==> config.mk <==
export PLATFORM = sky130hd
export DESIGN_NAME = vga_timing_gen
export DESIGN_NICKNAME = d
export VERILOG_FILES = /design/src/rtl/vga_timing_gen.sv
export SDC_FILE = /design/constraint.sdc
export NUM_CORES = 1
export LEC_CHECK = 0
export ABC_AREA = 1
export BUFFER_PORTS_ARGS = -buffer_cell sky130_fd_sc_hd__buf_2
export CORE_ASPECT_RATIO = 1.2
export CORE_UTILIZATION = 56
export DETAILED_ROUTE_END_ITERATION = 7
export PLACE_DENSITY = 0.79
export SYNTH_ARGS = -nofsm -noshare
export SYNTH_HDL_FRONTEND = slang
export SYNTH_SLANG_ARGS = --single-unit
export TNS_END_PERCENT = 30
==> constraint.sdc <==
create_clock -name i_pix_clk -period 2 [get_ports i_pix_clk]
set_clock_uncertainty 0.05 [all_clocks]
set_input_delay 0 -clock i_pix_clk [delete_from_list [all_inputs] [get_ports i_pix_clk]]
set_output_delay 0 -clock i_pix_clk [all_outputs]
set_load 0.1 [all_outputs]
==> src/rtl/vga_timing_gen.sv <==
// Parametrised VGA/VESA raster timing generator with registered, mutually aligned outputs.
// Optional per-line interrupt is enabled by defining VGA_TIMING_LINE_IRQ_EN.
module vga_timing_gen #(
  parameter int H_ACTIVE    = 800,
  parameter int H_FP        = 40,
  parameter int H_SYNC      = 128,
  parameter int H_BP        = 88,
  parameter int V_ACTIVE    = 600,
  parameter int V_FP        = 1,
  parameter int V_SYNC      = 4,
  parameter int V_BP        = 23,
  parameter bit H_SYNC_POL  = 1'b1,
  parameter bit V_SYNC_POL  = 1'b1,
  parameter int COORD_W     = 16,
  parameter int FRAME_CNT_W = 8
) (
  input  logic                   i_pix_clk,
  input  logic                   i_reset_n,
  input  logic                   i_pix_en,
`ifdef VGA_TIMING_LINE_IRQ_EN
  input  logic [COORD_W-1:0]     i_irq_line,
  output logic                   o_line_irq,
`endif
  output logic [COORD_W-1:0]     o_horz_coord,
  output logic [COORD_W-1:0]     o_vert_coord,
  output logic                   o_in_active_area,
  output logic                   o_horz_blank,
  output logic                   o_vert_blank,
  output logic                   o_horz_sync,
  output logic                   o_vert_sync,
  output logic                   o_line_start,
  output logic                   o_frame_start,
  output logic [FRAME_CNT_W-1:0] o_frame_count
);

  localparam int H_TOTAL = H_ACTIVE + H_FP + H_SYNC + H_BP;
  localparam int V_TOTAL = V_ACTIVE + V_FP + V_SYNC + V_BP;

  if (((H_TOTAL >> COORD_W) != 0) || ((V_TOTAL >> COORD_W) != 0)) begin : g_size_check
    $error("vga_timing_gen: H_TOTAL or V_TOTAL does not fit in COORD_W bits");
  end

  localparam logic [COORD_W-1:0] C_ONE  = COORD_W'(1);
  localparam logic [COORD_W-1:0] H_LAST = COORD_W'(H_TOTAL - 1);
  localparam logic [COORD_W-1:0] V_LAST = COORD_W'(V_TOTAL - 1);
  localparam logic [COORD_W-1:0] H_ACT  = COORD_W'(H_ACTIVE);
  localparam logic [COORD_W-1:0] V_ACT  = COORD_W'(V_ACTIVE);
  localparam logic [COORD_W-1:0] HS_BEG = COORD_W'(H_ACTIVE + H_FP);
  localparam logic [COORD_W-1:0] HS_END = COORD_W'(H_ACTIVE + H_FP + H_SYNC);
  localparam logic [COORD_W-1:0] VS_BEG = COORD_W'(V_ACTIVE + V_FP);
  localparam logic [COORD_W-1:0] VS_END = COORD_W'(V_ACTIVE + V_FP + V_SYNC);
  localparam logic [FRAME_CNT_W-1:0] FC_ONE = FRAME_CNT_W'(1);

  logic [COORD_W-1:0]     h_cnt_q, h_cnt_d;
  logic [COORD_W-1:0]     v_cnt_q, v_cnt_d;
  logic [COORD_W-1:0]     horz_coord_q, vert_coord_q;
  logic                   active_q, active_d;
  logic                   hblank_q, hblank_d;
  logic                   vblank_q, vblank_d;
  logic                   hsync_q, hsync_d;
  logic                   vsync_q, vsync_d;
  logic                   line_start_q, frame_start_q;
  logic                   h_zero, v_zero;
  logic [FRAME_CNT_W-1:0] frame_cnt_q;
  // Suppresses the count on the very first (0,0) after reset.
  logic                   started_q;

  always_comb begin
    h_cnt_d  = h_cnt_q + C_ONE;
    v_cnt_d  = v_cnt_q;
    if (h_cnt_q == H_LAST) begin
      h_cnt_d = '0;
      v_cnt_d = (v_cnt_q == V_LAST) ? '0 : v_cnt_q + C_ONE;
    end
    h_zero   = (h_cnt_q == '0);
    v_zero   = (v_cnt_q == '0);
    hblank_d = (h_cnt_q >= H_ACT);
    vblank_d = (v_cnt_q >= V_ACT);
    active_d = !hblank_d && !vblank_d;
    hsync_d  = ((h_cnt_q >= HS_BEG) && (h_cnt_q < HS_END)) ? H_SYNC_POL : ~H_SYNC_POL;
    vsync_d  = ((v_cnt_q >= VS_BEG) && (v_cnt_q < VS_END)) ? V_SYNC_POL : ~V_SYNC_POL;
  end

  always_ff @(posedge i_pix_clk or negedge i_reset_n) begin
    if (!i_reset_n) begin
      h_cnt_q       <= '0;
      v_cnt_q       <= '0;
      horz_coord_q  <= '0;
      vert_coord_q  <= '0;
      active_q      <= 1'b0;
      hblank_q      <= 1'b0;
      vblank_q      <= 1'b0;
      hsync_q       <= ~H_SYNC_POL;
      vsync_q       <= ~V_SYNC_POL;
      line_start_q  <= 1'b0;
      frame_start_q <= 1'b0;
      frame_cnt_q   <= '0;
      started_q     <= 1'b0;
    end else begin
      line_start_q  <= 1'b0;
      frame_start_q <= 1'b0;
      if (i_pix_en) begin
        h_cnt_q       <= h_cnt_d;
        v_cnt_q       <= v_cnt_d;
        horz_coord_q  <= h_cnt_q;
        vert_coord_q  <= v_cnt_q;
        active_q      <= active_d;
        hblank_q      <= hblank_d;
        vblank_q      <= vblank_d;
        hsync_q       <= hsync_d;
        vsync_q       <= vsync_d;
        line_start_q  <= h_zero;
        frame_start_q <= h_zero && v_zero;
        if (h_zero && v_zero) begin
          if (started_q) frame_cnt_q <= frame_cnt_q + FC_ONE;
          started_q <= 1'b1;
        end
      end
    end
  end

`ifdef VGA_TIMING_LINE_IRQ_EN
  logic line_irq_q;

  // v_cnt never reaches V_TOTAL, so an out-of-range line request simply never matches.
  always_ff @(posedge i_pix_clk or negedge i_reset_n) begin
    if (!i_reset_n) begin
      line_irq_q <= 1'b0;
    end else begin
      line_irq_q <= i_pix_en && (h_cnt_q == H_ACT) && (v_cnt_q == i_irq_line);
    end
  end

  assign o_line_irq = line_irq_q;
`endif

  assign o_horz_coord     = horz_coord_q;
  assign o_vert_coord     = vert_coord_q;
  assign o_in_active_area = active_q;
  assign o_horz_blank     = hblank_q;
  assign o_vert_blank     = vblank_q;
  assign o_horz_sync      = hsync_q;
  assign o_vert_sync      = vsync_q;
  assign o_line_start     = line_start_q;
  assign o_frame_start    = frame_start_q;
  assign o_frame_count    = frame_cnt_q;

endmodule

==> Yosys cells after proc, flatten, opt, wreduce, memory -nomap -nowiden <==
Index checks and enable logic that the tools add are counted.
{ "classes": {"reduce_logical": 11, "n_addsub": 3, "n_lt_le_gt_ge": 6, "n_eq_ne": 2, "muxes": 6} }
{ "ops": {"columns": ["op", "n"], "rows": [
  ["16-bit by 10-bit >= comparator with 1-bit output (second input constant)", 4],
  ["16-bit by 1-bit adder with 16-bit output (second input constant)", 2],
  ["16-bit logical NOT", 2],
  ["16-bit by 10-bit < comparator with 1-bit output (second input constant)", 2],
  ["16-bit two-way mux", 2],
  ["16-bit by 10-bit equality test with 1-bit output (second input constant)", 1],
  ["16-bit by 11-bit equality test with 1-bit output (second input constant)", 1],
  ["8-bit by 1-bit adder with 8-bit output (second input constant)", 1],
  ["1-bit logical AND", 4],
  ["1-bit two-way mux", 4],
  ["2-bit AND reduction", 2],
  ["3-bit AND reduction", 1],
  ["1-bit logical NOT", 2]
]} }
{ "word_totals": {"register_bits": 80, "output_inout_bits": 47, "input_bits": 3} }

==> Longest topological paths before layout <==
{ "depth": {"depth_word": 3, "depth_mapped": 10} }

==> Worst setup path before layout <==
No wires, ideal clock.
{ "synth_path": {"path_kind": "register -> register", "from": "reg frame_cnt_q[0] (netlist: o_frame_count[0])", "to": "reg frame_cnt_q[6] (netlist: o_frame_count[6])", "required_ns": 1.883, "synth_period_minus_slack_ns": 1.933, "setup_ns": 0.067, "slack_ns": 0.067, "path_stages_with_launch": 7, "arrival_time_ns": 1.815, "cell_sequence": "dfrtp_1 ha_1 nand3_1 nor2_1 xor2_1 nand3_1 nand2_1"} }
{ "synth_between": {"elab_chain_len": 1} }
{ "synth_lines": {"columns": ["item", "line", "rtl"], "rows": [
  ["start, declared", "64", "logic [FRAME_CNT_W-1:0] frame_cnt_q;"],
  ["start signal, assigned", "115", "if (started_q) frame_cnt_q <= frame_cnt_q + FC_ONE;"],
  ["8-bit by 1-bit adder with 8-bit output", "115", null]
]} }
No other way between the ends.
A chain may end at the register's enable or synchronous reset.

==> Worst setup path after layout <==
{ "layout_path": {"from": "reg v_cnt_q[11]", "to": "reg v_cnt_q[0]"} }
{ "layout_between": {"elab_chain_len": 2} }
{ "layout_lines": {"columns": ["item", "line", "rtl"], "rows": [
  ["start, declared", "55", "logic [COORD_W-1:0] v_cnt_q, v_cnt_d;"],
  ["start signal, assigned", "104", "v_cnt_q <= v_cnt_d;"],
  ["16-bit by 10-bit equality test with 1-bit output", "73", "v_cnt_d = (v_cnt_q == V_LAST) ? '0 : v_cnt_q + C_ONE;"],
  ["16-bit two-way mux", "73", null]
]} }
No other way between the ends.

==> results <==
- The area added between synthesis and finish is 13.5%.
- Sorting the synthesized cells by area gives the leading types as sky130_fd_sc_hd__dfrtp_1 (48%), sky130_fd_sc_hd__nand2_1 (16%), sky130_fd_sc_hd__nor2_1 (5.6%).
- The initial antenna violation count is 0.
- The standard cell with the maximum stage delay on the critical path is sky130_fd_sc_hd__dfrtp_1.
- The number of endpoints with negative hold slack in the final report is 0.
- The first detailed-routing pass ran for 5 iterations.
- After routing the design area is 0.00476 sq mm.
- The worst register-to-register path has a depth of 6.
- The most used flip-flop cell after synthesis is sky130_fd_sc_hd__dfrtp_1.
- The floorplan step set the die height to 96.8 microns.
- The maximum fanout count along the critical path is 6.
- Clock tree synthesis inserted a total of 9 buffers.
- Once detail routing completed, the nets flagged for antenna violations numbered 0.
- The post-layout utilization of the core is 65.8%.
- The final period demand of the worst path is 1.71 ns.
- The element type at the critical path start is a flip-flop.
- The transition time at the pin with the least slew margin is 0.536 ns.
- The count of flip-flops with a built-in enable after synthesis is 0.
- The top cell family by delay on the critical path is simple AND/OR/NAND/NOR gates.
- Once routing completed, OpenROAD measured the worst setup slack at 0.292 ns.
- In this run the core area contains 34 standard-cell rows.
- The worst-case clock buffer depth is 2.
- The mapped netlist covers 0.00420 sq mm.
- The routed layout has 3715 vias.
- The region available for standard cell placement spans 0.00723 sq mm.
- The number of setup violations in the final report is 0.
- Counting distinct cell types in the post-synthesis netlist gives 28.
- The I/O pin total is 50.
- At the later pin of the worst-skew pair, clock insertion delay measures 0.35 ns.
- The library cells used most frequently in the layout, excluding fill and tap cells, are sky130_fd_sc_hd__nand2_1 (182), sky130_fd_sc_hd__dfrtp_1 (80), sky130_fd_sc_hd__nor2_1 (63).
- The highest ir drop seen on vdd is 602 uV.
- The final sum of negative setup slack is 0 ns.
- The chip width is 81.0 microns.
- Setup repair after global routing left no endpoint under its margin.
- The worst slew margin relative to its limit is 64.2%.
- The worst setup path is of the flip-flop to flip-flop kind.
- The final weighted congestion in routability-driven placement is 0.886.
- The cell leakage power is 2.44 nW.
- The sequential cell area fraction in the yosys report is 47.7%.
- The final count of pins violating max slew is 0.
- Hold timing on the final database bottoms out at a slack of 0.119 ns.
- The number of antenna diodes in the final layout is 0.
- The post-layout instance count excluding filler cells is 686.
- After synthesis, the mean cell area works out to 7.75 sq um.
- The number of instances in the placed design is 668.
- The setup slack at placement is 0.331 ns.
- The global-route wire length before repair is 16700 microns.
- The register-to-register setup slack is 0.29 ns.
- The synthesized instance count is 541.
- After the first detailed-routing iteration, the DRC count stood at 269.
- STA classifies the critical path endpoint as a flip-flop.
- The average detailed-routed wire length per instance is 13.9 microns.
- The largest single stage delay on the critical path is 0.45 ns.
- Power spread over the standard cell area amounts to 839 mW/mm^2.
- The number of clock sinks seen by CTS is 80.
- The tool flagged a number of max-cap violations equal to 0.
- The flip-flop and latch count after synthesis is 80.
- For this configuration, the core starts out at a cell density of 58.0%.
- The clock tree synthesis step divided the H-tree into 3 levels.
- The top cell type's share of synthesized area is 47.7%.
- The pin count of the biggest net entering global routing is 42.
- Summed over all layers, the routed wires come to 9520 microns.
- The cell seen most often among critical-path stages is sky130_fd_sc_hd__nand2_1.
- The critical path runs through a total of 6 cells.
- The synthesized design spends more area on one cell type than any other, namely sky130_fd_sc_hd__dfrtp_1.
- STA puts the critical path data required time at 2.18 ns.
- The number of gates resized after CTS was 0.
- After detailed routing, the number of vias per cell comes to 5.42.
- The area of combinational cells with multiple inputs is 0.00190 sq mm.
- The leading cell type in the layout, fill and taps excluded is sky130_fd_sc_hd__nand2_1.
- The area of placed instances is 0.00450 sq mm.
- Registers take 0.00200 sq mm.
- TritonCTS built the clock tree.
- The root buffer cell is sky130_fd_sc_hd__clkbuf_8.
- Clock-pin slew was measured on the worst setup and hold paths at 0.09 ns.
- The top achievable clock speed is 586 MHz.
- The detailed-route DRC error count is 0.
- The count of buffer and inverter cells on the critical path is 0.
- The net count after synthesis is 551.
- The worst hold path belongs to the class input pin to asynchronous set/reset pin.
- The share of async-settable or async-resettable flops after synthesis is 100%.
- Total power for the finished layout comes to 3.99 mW.
- The arrival time of the worst setup path is 1.88 ns.
- The worst reg2reg path startpoint is v_cnt_q[11].
- In the final layout, the share of cells above drive strength 1 is 15.8%.
- The final worst-path cycle share is 85.4%.
- The number of inserted filler cells in the final layout is 631.
- The all-layer global routing usage is 27.0%.
- The yosys synthesis warning count is 0.
- In the final design database the tool counted 601 nets.
- For this run the aggregate overflow at the end of global routing stands at 0.
- The worst register-to-register path ends at v_cnt_q[0].
- During placement, the flow inserted port buffers numbering 49.
- Traced cell by cell, the critical path runs through nor2_1 -> nand2_1 -> nor2_1 -> nand2_1 -> nand2_1 -> o21ai_2.
- The run finished with clean final reports.
- The placed wire-length estimate after detailed placement is 6780 microns.
- The die covers 0.00784 sq mm.
- The via count of the first global-routing pass is 3690.
synth_stat cells (6+ instances only):
library cell and number:
sky130_fd_sc_hd__o21ai_0 33, sky130_fd_sc_hd__o21ai_1 8, sky130_fd_sc_hd__nor2_1 63, sky130_fd_sc_hd__a21oi_1 6, sky130_fd_sc_hd__nand3_1 35, sky130_fd_sc_hd__ha_1 7
sky130_fd_sc_hd__nand2_1 182, sky130_fd_sc_hd__xor2_1 13, sky130_fd_sc_hd__buf_2 7, sky130_fd_sc_hd__nand4_1 10, sky130_fd_sc_hd__nor2_4 7, sky130_fd_sc_hd__inv_1 52
sky130_fd_sc_hd__dfrtp_1 80
worst register-to-register path: cells and delay by family, from the launching register on:
family             cells  cell delay (ns)
AOI/OAI and AO/OA      1             0.07
DFF                    1             0.45
and+or+nand+nor        5             1.02
kinds of logic (layout without fill, tap and decap cells):
kind of cell	after synthesis	in the layout	synth area share [%]
compound gates	55	55	7.19
simple gates	316	316	33.0
xor+xnor	15	15	3.13
buf+inv	68	123	6.92
fa+ha+maj	7	7	2.09
flops	80	80	47.7
layer usage:
| layer | vias to the layer above | routed length (microns) | GRT usage, % |
|---|---|---|---|
| met5 | - | 0 | 0 |
| met4 | 0 | 214 | 8.93 |
| met3 | 24 | 346 | 4.72 |
| met2 | 100 | 4980 | 46.8 |
| met1 | 1787 | 3970 | 33.2 |
| li1 | 1804 | - | - |
state kept, by name (all words and copies together), names as in the netlist, 8 cells and up:
register       count
h_cnt_q           16
o_horz_coord      16
o_vert_coord      16
v_cnt_q           16
o_frame_count      8
worst max-delay path by stage:
stage / startpoint / end / slack (ns)
after floorplan: o_frame_count[0] / o_frame_count[6] / 0.07
after global placement: v_cnt_q[0] / o_frame_count[1] / 0.36
after detailed placement: v_cnt_q[0] / o_frame_count[5] / 0.33
after CTS: v_cnt_q[0] / o_frame_count[5] / 0.30
after global routing: v_cnt_q[0] / o_frame_count[0] / 0.14
final: v_cnt_q[11] / v_cnt_q[0] / 0.29
where the power goes:
part           switching, mW  leakage [nW]  total, mW  internal, mW
Sequential            0.0930          1.04       1.81          1.72
Clock                  0.622         0.121       1.41         0.783
Combinational          0.642          1.28      0.779         0.137
final cells by class:
| class | count | area share [%] |
|---|---|---|
| clock buffer | 11 | 3.18 |
| clock inverter | 5 | 1.81 |
| timing repair buffer | 55 | 6.52 |
| sequential | 80 | 42.0 |
| multi-input combinational | 393 | 40.0 |
| inverter | 52 | 4.10 |
| tap | 90 | 2.37 |
repair_timing:
action,CTS,global route
hold buffers,2,0
endpoints found under the hold margin,44,0
buffers inserted,0,0
Note: power is estimated with default switching activity, not from simulation.
